`src/rtl/fir_pkg.sv`:
```
// Shared types and constants for the FIR output decimator and its FIFO.
package fir_pkg;

    localparam int DATA_W_DEF     = 8;
    localparam int FIFO_DEPTH_DEF = 8;

    // Decimator phase of life: discarding filter warm-up, or producing output.
    typedef enum logic {
        WARMUP = 1'b0,
        RUN    = 1'b1
    } dec_state_e;

    // Address width for a FIFO of the given depth (at least one bit).
    function automatic int addr_w(input int depth);
        return (depth > 1) ? $clog2(depth) : 1;
    endfunction

    // Width of a counter that must reach the value n (at least one bit).
    function automatic int cnt_w(input int n);
        return (n > 0) ? $clog2(n + 1) : 1;
    endfunction

    localparam int FIFO_AW_DEF = addr_w(FIFO_DEPTH_DEF);

endpackage

```
`src/rtl/fir_sync_fifo.sv`:
```
// First-word-fall-through FIFO: the head entry is always visible on rd_data.
// A write while full is accepted only when the head is popped in the same cycle.
module fir_sync_fifo
    import fir_pkg::*;
#(
    parameter  int DATA_W = DATA_W_DEF,
    parameter  int DEPTH  = FIFO_DEPTH_DEF,
    localparam int AW     = addr_w(DEPTH),
    localparam int LW     = $clog2(DEPTH) + 1
) (
    input  logic              clk,
    input  logic              n_rst,
    input  logic              push,
    input  logic [DATA_W-1:0] wr_data,
    input  logic              rd_ready,
    output logic [DATA_W-1:0] rd_data,
    output logic              rd_valid,
    output logic [LW-1:0]     level,
    output logic              full
);

    logic [DATA_W-1:0] mem [DEPTH];
    logic [AW-1:0]     wr_ptr;
    logic [AW-1:0]     rd_ptr;
    logic              pop;
    logic              wr_en;

    assign rd_valid = (level != '0);
    assign full     = (level == LW'(DEPTH));
    assign rd_data  = mem[rd_ptr];
    assign pop      = rd_valid && rd_ready;
    // Full is fine if the head leaves this cycle: the slot being freed is the one written.
    assign wr_en    = push && (!full || pop);

    // Storage array; contents need no reset since out_valid gates them.
    always_ff @(posedge clk) begin
        if (wr_en) mem[wr_ptr] <= wr_data;
    end

    // Pointers wrap naturally; occupancy is tracked separately in level.
    always_ff @(posedge clk or negedge n_rst) begin
        if (!n_rst) begin
            wr_ptr <= '0;
            rd_ptr <= '0;
            level  <= '0;
        end else begin
            if (wr_en) wr_ptr <= wr_ptr + 1'b1;
            if (pop)   rd_ptr <= rd_ptr + 1'b1;
            if (wr_en && !pop)      level <= level + 1'b1;
            else if (pop && !wr_en) level <= level - 1'b1;
        end
    end

endmodule

```
`src/rtl/fir_out_decimator.sv`:
```
// FIR output decimator: drops SKIP warm-up samples, keeps every DECIM-th
// sample afterwards and buffers it in a FWFT FIFO with a sticky overflow flag.
// Optional: define FIR_DECIM_DROP_CNT_EN to add a saturating drop counter.
module fir_out_decimator
    import fir_pkg::*;
#(
    parameter  int DATA_W     = DATA_W_DEF,
    parameter  int DECIM      = 4,
    parameter  int SKIP       = 16,
    parameter  int FIFO_DEPTH = FIFO_DEPTH_DEF,
    localparam int LW         = $clog2(FIFO_DEPTH) + 1
) (
    input  logic              clk,
    input  logic              n_rst,
    input  logic [DATA_W-1:0] yn,
    input  logic              yn_valid,
    output logic [DATA_W-1:0] out_data,
    output logic              out_valid,
    input  logic              out_ready,
    output logic [LW-1:0]     level,
    output logic              ovf,
    input  logic              ovf_clr
`ifdef FIR_DECIM_DROP_CNT_EN
    ,
    output logic [7:0]        drop_cnt
`endif
);

    localparam int SKIP_W = cnt_w(SKIP);
    localparam int PH_W   = addr_w(DECIM);
    localparam logic [SKIP_W-1:0] SKIP_LAST = SKIP_W'((SKIP > 0) ? SKIP - 1 : 0);
    localparam logic [PH_W-1:0]   PH_LAST   = PH_W'(DECIM - 1);
    // With no warm-up the decimator comes out of reset already producing.
    localparam dec_state_e RST_STATE = (SKIP == 0) ? RUN : WARMUP;

    dec_state_e        state;
    dec_state_e        state_nxt;
    logic [SKIP_W-1:0] skip_cnt;
    logic [PH_W-1:0]   phase;
    logic              keep;
    logic              fifo_full;
    logic              pop;
    logic              drop;

    // State register.
    always_ff @(posedge clk or negedge n_rst) begin
        if (!n_rst) state <= RST_STATE;
        else        state <= state_nxt;
    end

    // Next state and keep decision; only a valid sample moves anything.
    always_comb begin
        state_nxt = state;
        keep      = 1'b0;
        case (state)
            WARMUP: if (yn_valid && skip_cnt == SKIP_LAST) state_nxt = RUN;
            RUN:    keep = yn_valid && (phase == '0);
        endcase
    end

    // Warm-up sample counter.
    always_ff @(posedge clk or negedge n_rst) begin
        if (!n_rst)                          skip_cnt <= '0;
        else if (state == WARMUP && yn_valid) skip_cnt <= skip_cnt + 1'b1;
    end

    // Decimation phase; phase 0 marks the sample to keep.
    always_ff @(posedge clk or negedge n_rst) begin
        if (!n_rst)                       phase <= '0;
        else if (state == RUN && yn_valid) phase <= (phase == PH_LAST) ? '0 : phase + 1'b1;
    end

    assign pop  = out_valid && out_ready;
    assign drop = keep && fifo_full && !pop;

    fir_sync_fifo #(
        .DATA_W (DATA_W),
        .DEPTH  (FIFO_DEPTH)
    ) u_fifo (
        .clk      (clk),
        .n_rst    (n_rst),
        .push     (keep),
        .wr_data  (yn),
        .rd_ready (out_ready),
        .rd_data  (out_data),
        .rd_valid (out_valid),
        .level    (level),
        .full     (fifo_full)
    );

    // Sticky overflow; a drop in the same cycle as a clear wins.
    always_ff @(posedge clk or negedge n_rst) begin
        if (!n_rst)       ovf <= 1'b0;
        else if (drop)    ovf <= 1'b1;
        else if (ovf_clr) ovf <= 1'b0;
    end

`ifdef FIR_DECIM_DROP_CNT_EN
    // Saturating count of dropped kept samples; a clear with a drop leaves 1.
    always_ff @(posedge clk or negedge n_rst) begin
        if (!n_rst)                       drop_cnt <= '0;
        else if (ovf_clr)                 drop_cnt <= {7'd0, drop};
        else if (drop && drop_cnt != '1)  drop_cnt <= drop_cnt + 1'b1;
    end
`endif

endmodule

```
`config.mk`:
```
export PLATFORM = sky130hd
export DESIGN_NAME = fir_out_decimator
export DESIGN_NICKNAME = d
export VERILOG_FILES = /design/src/rtl/fir_pkg.sv /design/src/rtl/fir_sync_fifo.sv /design/src/rtl/fir_out_decimator.sv
export SDC_FILE = /design/constraint.sdc
export NUM_CORES = 1
export LEC_CHECK = 0
export BUFFER_PORTS_ARGS = -buffer_cell sky130_fd_sc_hd__buf_2
export CAP_MARGIN = 0
export CORE_MARGIN = 4
export CORE_UTILIZATION = 50
export CTS_CLUSTER_SIZE = 24
export DETAILED_ROUTE_END_ITERATION = 16
export PLACE_DENSITY = 0.66
export RECOVER_POWER = 25
export SETUP_SLACK_MARGIN = 0.02
export SLEW_MARGIN = 20
export SYNTH_ARGS = -nofsm -noshare
export SYNTH_HDL_FRONTEND = slang
export SYNTH_SLANG_ARGS = --single-unit
export TNS_END_PERCENT = 20
```
`constraint.sdc`:
```
create_clock -name clk -period 3.6 [get_ports clk]
set_input_delay 0.18 -clock clk [delete_from_list [all_inputs] [get_ports clk]]
set_output_delay 0.18 -clock clk [all_outputs]
set_load 0.02 [all_outputs]
```
=== Word level (Yosys, flattened, before mapping) ===
Memories as Yosys holds them, arrays and structs flattened.
Cells that the tools add are included.

* Input port bits: 13
* Output and inout bits: 14
* Bits in writable memories: 64
* Memories: 1
* Register bits: 19
* Word-level logic and storage cells: 46

{| class="wikitable"
|+ Memory list
! name !! depth !! bits a word !! read ports !! clocked after memory_dff !! write ports !! RTL line !! source
|-
| u_fifo.mem || 8 || 8 || 1 || 0 || 1 || fir_sync_fifo.sv:22 || <nowiki>logic [DATA_W-1:0] mem [DEPTH];</nowiki>
|}

* Bitwise logic cells: 1
* Reduce and logical (&&, ||, !) cells: 18
* Add/subtract/negate cells: 6
* Equality and inequality tests: 3
* Multiplexer cells: 10

{| class="wikitable"
|+ Operators with widths
! operator !! number
|-
| $logic_and 1x1->1 || 10
|-
| $mux 4 || 2
|-
| $mux 1 || 7
|-
| $add 3x1->3 const B || 2
|-
| $add 5x1->5 const B || 1
|-
| $eq 5x4->1 const B || 1
|-
| $add 4x1->4 const B || 1
|-
| $eq 4x4->1 const B || 1
|-
| $reduce_bool 2->1 || 2
|-
| $reduce_bool 4->1 || 1
|-
| $sub 4x1->4 const B || 1
|-
| $logic_not 1->1 || 3
|-
| $add 2x1->2 const B || 1
|-
| $eq 2x2->1 const B || 1
|-
| $logic_not 2->1 || 1
|-
| $mux 2 || 1
|-
| $logic_or 1x1->1 || 1
|-
| $not 1->1 || 1
|}

=== Logic depth before layout (Yosys ltp) ===
* Depth after elaboration: 8
* Depth in mapped cells: 11
* Mapped depth without buffers: 11

=== Cells and area by module ===
Synthesis repeated with hierarchy kept, for this count alone.

* Cell total of the unflattened synthesis: 194
* Area, all modules: 3477.1 um2

{| class="wikitable"
|+ By module, submodules not included
! module !! cells an instance !! times used !! area each (um2) !! seq. area each (um2)
|-
| fir_sync_fifo || 155 || 1 || 3055.4 || 2172.1
|-
| fir_out_decimator || 39 || 1 || 421.7 || 225.2
|}

=== Least setup slack after synthesis ===
Ideal clock, no wire load.

* Path type: register to register
* From: reg u_fifo.level[0]
* To: reg u_fifo.level[3]
* Arrival: 2.595 ns
* Library setup time: 0.131 ns
* Buffers on the path: 0
* Stages on the path, launching flop included: 9
* Slack: 0.874 ns
* Required time: 3.469 ns
* Period minus slack after synthesis: 2.726 ns
* Cell sequence: dfrtp_1 or4_4 nand2_1 ha_1 inv_1 ha_1 or4_1 o211ai_1 o211ai_1

* Cells in the longest elaborated chain, start to end: 7
* Elaborated cells on any way between the ends: 15
* Classes of those cells: 2 x add/sub; 1 x eq/ne; 2 x mux; 10 x reduce/logical

{| class="wikitable"
|+ Ends and longest elaborated chain
! item !! RTL line !! source
|-
| from (decl) || fir_sync_fifo.sv:18 || <nowiki>output logic [LW-1:0] level,</nowiki>
|-
| from (signal assigned) || fir_sync_fifo.sv:49 || <nowiki>if (wr_en && !pop) level <= level + 1'b1;</nowiki>
|-
| from (signal assigned) || fir_sync_fifo.sv:50 || <nowiki>else if (pop && !wr_en) level <= level - 1'b1;</nowiki>
|-
| $reduce_bool 4->1 (*) || fir_sync_fifo.sv:28 || <nowiki>assign rd_valid = (level != '0);</nowiki>
|-
| via out_valid || fir_out_decimator.sv:18 || <nowiki>output logic out_valid,</nowiki>
|-
| $logic_and 1x1->1 (*) || fir_sync_fifo.sv:31 || <nowiki>assign pop = rd_valid && rd_ready;</nowiki>
|-
| $logic_or 1x1->1 || fir_sync_fifo.sv:33 || <nowiki>assign wr_en = push && (!full || pop);</nowiki>
|-
| $logic_and 1x1->1 || fir_sync_fifo.sv:33 ||
|-
| $logic_not 1->1 || fir_sync_fifo.sv:50 ||
|-
| $logic_and 1x1->1 || fir_sync_fifo.sv:50 ||
|-
| $reduce_bool 2->1 (no source line) || - ||
|}

Mark *: on every way through the listed nets, which the timed path passes. The rest lies on a longest branch. The select of a mux whose other input is x is not followed.
A chain may end at the register's enable or synchronous reset.

=== Worst setup path in the final report ===
* From: reg u_fifo.level[0]
* To: reg u_fifo.level[3]

* Cells in the longest elaborated chain, start to end: 7
* Elaborated cells on any way between the ends: 15
* Classes of those cells: 2 x add/sub; 1 x eq/ne; 2 x mux; 10 x reduce/logical

{| class="wikitable"
|+ Ends and longest elaborated chain
! item !! RTL line !! source
|-
| $eq 4x4->1 / $reduce_bool 4->1 (equally long branches) || fir_sync_fifo.sv:29, fir_sync_fifo.sv:28 ||
|-
| $logic_not 1->1 / $logic_and 1x1->1 (equally long branches) || fir_sync_fifo.sv:33, fir_sync_fifo.sv:31 ||
|-
| $logic_or 1x1->1 (*) || fir_sync_fifo.sv:33 ||
|-
| $logic_and 1x1->1 (*) || fir_sync_fifo.sv:33 ||
|-
| via u_fifo.wr_en || fir_sync_fifo.sv:26 || <nowiki>logic wr_en;</nowiki>
|-
| $logic_not 1->1 || fir_sync_fifo.sv:50 ||
|-
| $logic_and 1x1->1 || fir_sync_fifo.sv:50 ||
|-
| $reduce_bool 2->1 (no source line) || - ||
|}

Marks and branches as above.

==> flow_summary.ini <==
[power]
p_sw_w = 0.000976
cellPowerDensity_nw_per_um2 = 750
internal_dissipation_w = 0.00204
p_leak_nw = 1.48
switching_share_pct = 32.3
power_frac_comb_pct = 30.2
design_power_total_w = 0.00302
max-vdd-ir-drop_mv = 0.489
power.share.sequential_pct = 46.2
clockPowerShare_pct = 23.6

[clocking]
postCtsResizedCells = 0
clkSlewWorstSetupHoldPaths_ns = 0.08
cts_setup_buffers = 0
cts_tree = done
clk-insertion-delay-late_ns = 0.34
h-tree-depth = 3
tritoncts_num_sinks = 83
inserted_clock_buffers = 9
clock_path_buffers = 2
cts_root_buffer = sky130_fd_sc_hd__clkbuf_8

[global_route]
first_global_vias = 1867
grt_pass1_wl_mm = 9.77
antenna_found_initial = 0
global_route.overflow_total = 0
grt_start_max_net_pins = 20
grt_use_total_pct = 15.6

[timing]
min_period_ns = 2.80
unrepaired_setup_endpoints_after_global_routing = false
timing.clock.skew_ns = 0.00614
final_hold_viol_count = 0
setup_viol_count_final = 0
max_freq_ghz = 0.357
layout_worst_path_cycle_share_pct = 77.8
setup_slack_ns = 0.798
fin_tns_setup_ns = 0
worst-slew-pin-transition_ns = 0.934
slew_viols_final = 0
slew_headroom_pct = 37.7

[critical_path]
worst_ep_arrival_ns = 3.02
crit_type = flop to flop
crit_path_max_fo = 7
startpoint_type = flop
required_ns = 3.82
setup.worst_path.end_class = flop

[floorplan]
rows = 30
dieArea_um2 = 8510
die_width_um = 92.3
fp.coreArea_um2 = 6830
ios = 27
initial_utilization_pct = 52.0
dieHeight_um = 92.3

[drt]
wirelength_mm = 5.94
route.antenna.remaining_nets = 0
drtPass1Iterations = 4
dr_total_vias = 1757
detail_route.drc_violations = 0
wire_per_inst_um = 17.9
detail_route.vias_per_cell = 5.29
drt_first_iter_violations = 80

[synthesis]
synth_top_area_share_pct = 54.1
synth_nets = 216
synth.yosys.warnings = 0
synth_enable_flop_cells = 64
yosys-top-cells-area = sky130_fd_sc_hd__edfxtp_1, sky130_fd_sc_hd__dfrtp_1, sky130_fd_sc_hd__mux4_1
syn_inst = 193
syn-cell-area_um2 = 3550
synth.distinct_cells = 39
dominantRegCellSynth = sky130_fd_sc_hd__edfxtp_1
synth_seq_cells = 83
synth.avg_cell_area_um2 = 18.4
synth_top_area_cell = sky130_fd_sc_hd__edfxtp_1
synthArstFlopShare_pct = 22.9
ys_seq_area_share_pct = 67.5

[final_layout]
fin_nets = 254
seqCellArea_um2 = 2400
syn2layout_area_growth_pct = 13.4
final_design_area_no_fill_um2 = 4030
layout.filler_cells = 552
drive_gt1_share_pct = 23.7
antenna_cells = 0
multi_input_area_um2 = 1090

[placed_design]
portBuffers = 26
dp_slack_ns = 0.811
placement.cell_area_um2 = 3800
place.detailed.hpwl_mm = 3.76
gp_congestion = 0.720

[hold_path]
worstHoldPathType = primary input to flop

[run]
cap_viol_max_count = 0

[outcome]
outcome = completed
-- through the flow --
step / util, % / cells / hold slack (ns)
6_report: 58.9 / 332 / 0.109
5_1_grt: 58.9 / 332 / 0.109
4_1_cts: 59.1 / 332 / 0.0837
3_5_place_dp: 55.6 / 314 / 0.154
3_3_place_gp: 55.6 / 314 / 0.148
2_1_floorplan: - / 193 / -0.116
-- final timing paths --
check                           startpoint         endpoint  slack, ns  cells after the start
min                               yn_valid            state       0.11                      2
max in group asynchronous            n_rst      skip_cnt[3]       2.97                      2
min in group asynchronous            n_rst  u_fifo.level[2]       0.32                      2
max                        u_fifo.level[0]  u_fifo.level[3]       0.80                      9
min reg2reg                    skip_cnt[3]      skip_cnt[3]       0.48                      1
max reg2reg                u_fifo.level[0]  u_fifo.level[3]       0.80                      9
-- Yosys cell counts (3+ instances only) --
cell type,n
sky130_fd_sc_hd__edfxtp_1,64
sky130_fd_sc_hd__dfrtp_1,19
sky130_fd_sc_hd__mux4_1,16
sky130_fd_sc_hd__mux2_2,11
sky130_fd_sc_hd__nand2_1,10
sky130_fd_sc_hd__ha_1,9
sky130_fd_sc_hd__xnor2_1,8
sky130_fd_sc_hd__nor3_1,6
sky130_fd_sc_hd__inv_1,5
sky130_fd_sc_hd__nand2b_1,4
sky130_fd_sc_hd__nand3_1,4
sky130_fd_sc_hd__nor2_1,3
sky130_fd_sc_hd__o211ai_1,3
-- final cells by class --
| class | count | share of cell area (%) |
|---|---|---|
| Clock buffer | 10 | 3.17 |
| Multi-Input combinational cell | 98 | 27.1 |
| Sequential cell | 83 | 59.5 |
| Tap cell | 96 | 2.98 |
| Clock inverter | 6 | 2.24 |
| Inverter | 6 | 0.559 |
| Timing Repair Buffer | 33 | 4.44 |
-- per-layer routing --
metal  global-route usage (%)  routed length (um)  vias to the layer above
met5                        0                   0                        -
met2                     25.2                2960                       35
met4                     7.43                 125                        0
met3                     2.79                 206                       10
li1                         -                   -                      851
met1                     20.5                2650                      861
-- critical path, stage by stage (launching register included) --
cell and delay (ns):
sky130_fd_sc_hd__dfrtp_1 0.48, sky130_fd_sc_hd__or3_4 0.46, sky130_fd_sc_hd__o21ai_4 0.25, sky130_fd_sc_hd__inv_2 0.07, sky130_fd_sc_hd__ha_1 0.26, sky130_fd_sc_hd__inv_1 0.14, sky130_fd_sc_hd__ha_1 0.31, sky130_fd_sc_hd__or4_1 0.50
sky130_fd_sc_hd__o211ai_1 0.11, sky130_fd_sc_hd__o211ai_1 0.11
-- layout by cell type, fill, tap and decap left out, types with 6 or more instances in the layout --
| cell | Yosys | layout |
|---|---|---|
| sky130_fd_sc_hd__mux2_2 | 11 | 11 |
| sky130_fd_sc_hd__buf_2 | 1 | 19 |
| sky130_fd_sc_hd__clkbuf_8 | 0 | 9 |
| sky130_fd_sc_hd__edfxtp_1 | 64 | 64 |
| sky130_fd_sc_hd__mux4_1 | 16 | 16 |
| sky130_fd_sc_hd__dfrtp_1 | 19 | 19 |
| sky130_fd_sc_hd__ha_1 | 9 | 9 |
| sky130_fd_sc_hd__nor3_1 | 6 | 6 |
| sky130_fd_sc_hd__clkbuf_1 | 2 | 8 |
| sky130_fd_sc_hd__nand2_1 | 10 | 10 |
| sky130_fd_sc_hd__xnor2_1 | 8 | 8 |
-- repair_timing --
item,CTS,global route
endpoints found under the setup margin,0,0
hold endpoints to repair,20,0
hold buffers,2,0
-- kinds of logic after synthesis --
logic type | after synthesis | synth area share, %
compound gates | 13 | 2.92
xor+xnor | 9 | 2.22
fa+ha+maj | 10 | 3.74
buf+inv | 12 | 1.97
flops | 83 | 67.5
mux | 29 | 16.0
simple gates | 37 | 5.60
-- power by group through the flow --
stage / sequential, W / clock, W / combinational [W]
3_3_place_gp: 0.00141 / 0 / 0.000905
5_1_grt: 0.00143 / 0.000772 / 0.00102
2_1_floorplan: 0.00131 / 0 / 0.000793
4_1_cts: 0.00140 / 0.000733 / 0.000928
3_5_place_dp: 0.00142 / 0 / 0.000919
6_report: 0.00139 / 0.000712 / 0.000913
-- state kept, by name, summed over array words and instances (netlist names) --
| signal | flops |
|---|---|
| u_fifo.mem | 64 |
| state | 1 |
| u_fifo.wr_ptr | 3 |
| u_fifo.level | 4 |
| ovf | 1 |
| u_fifo.rd_ptr | 3 |
| skip_cnt | 5 |
| phase | 2 |
Power figures use the tool's default switching activity.
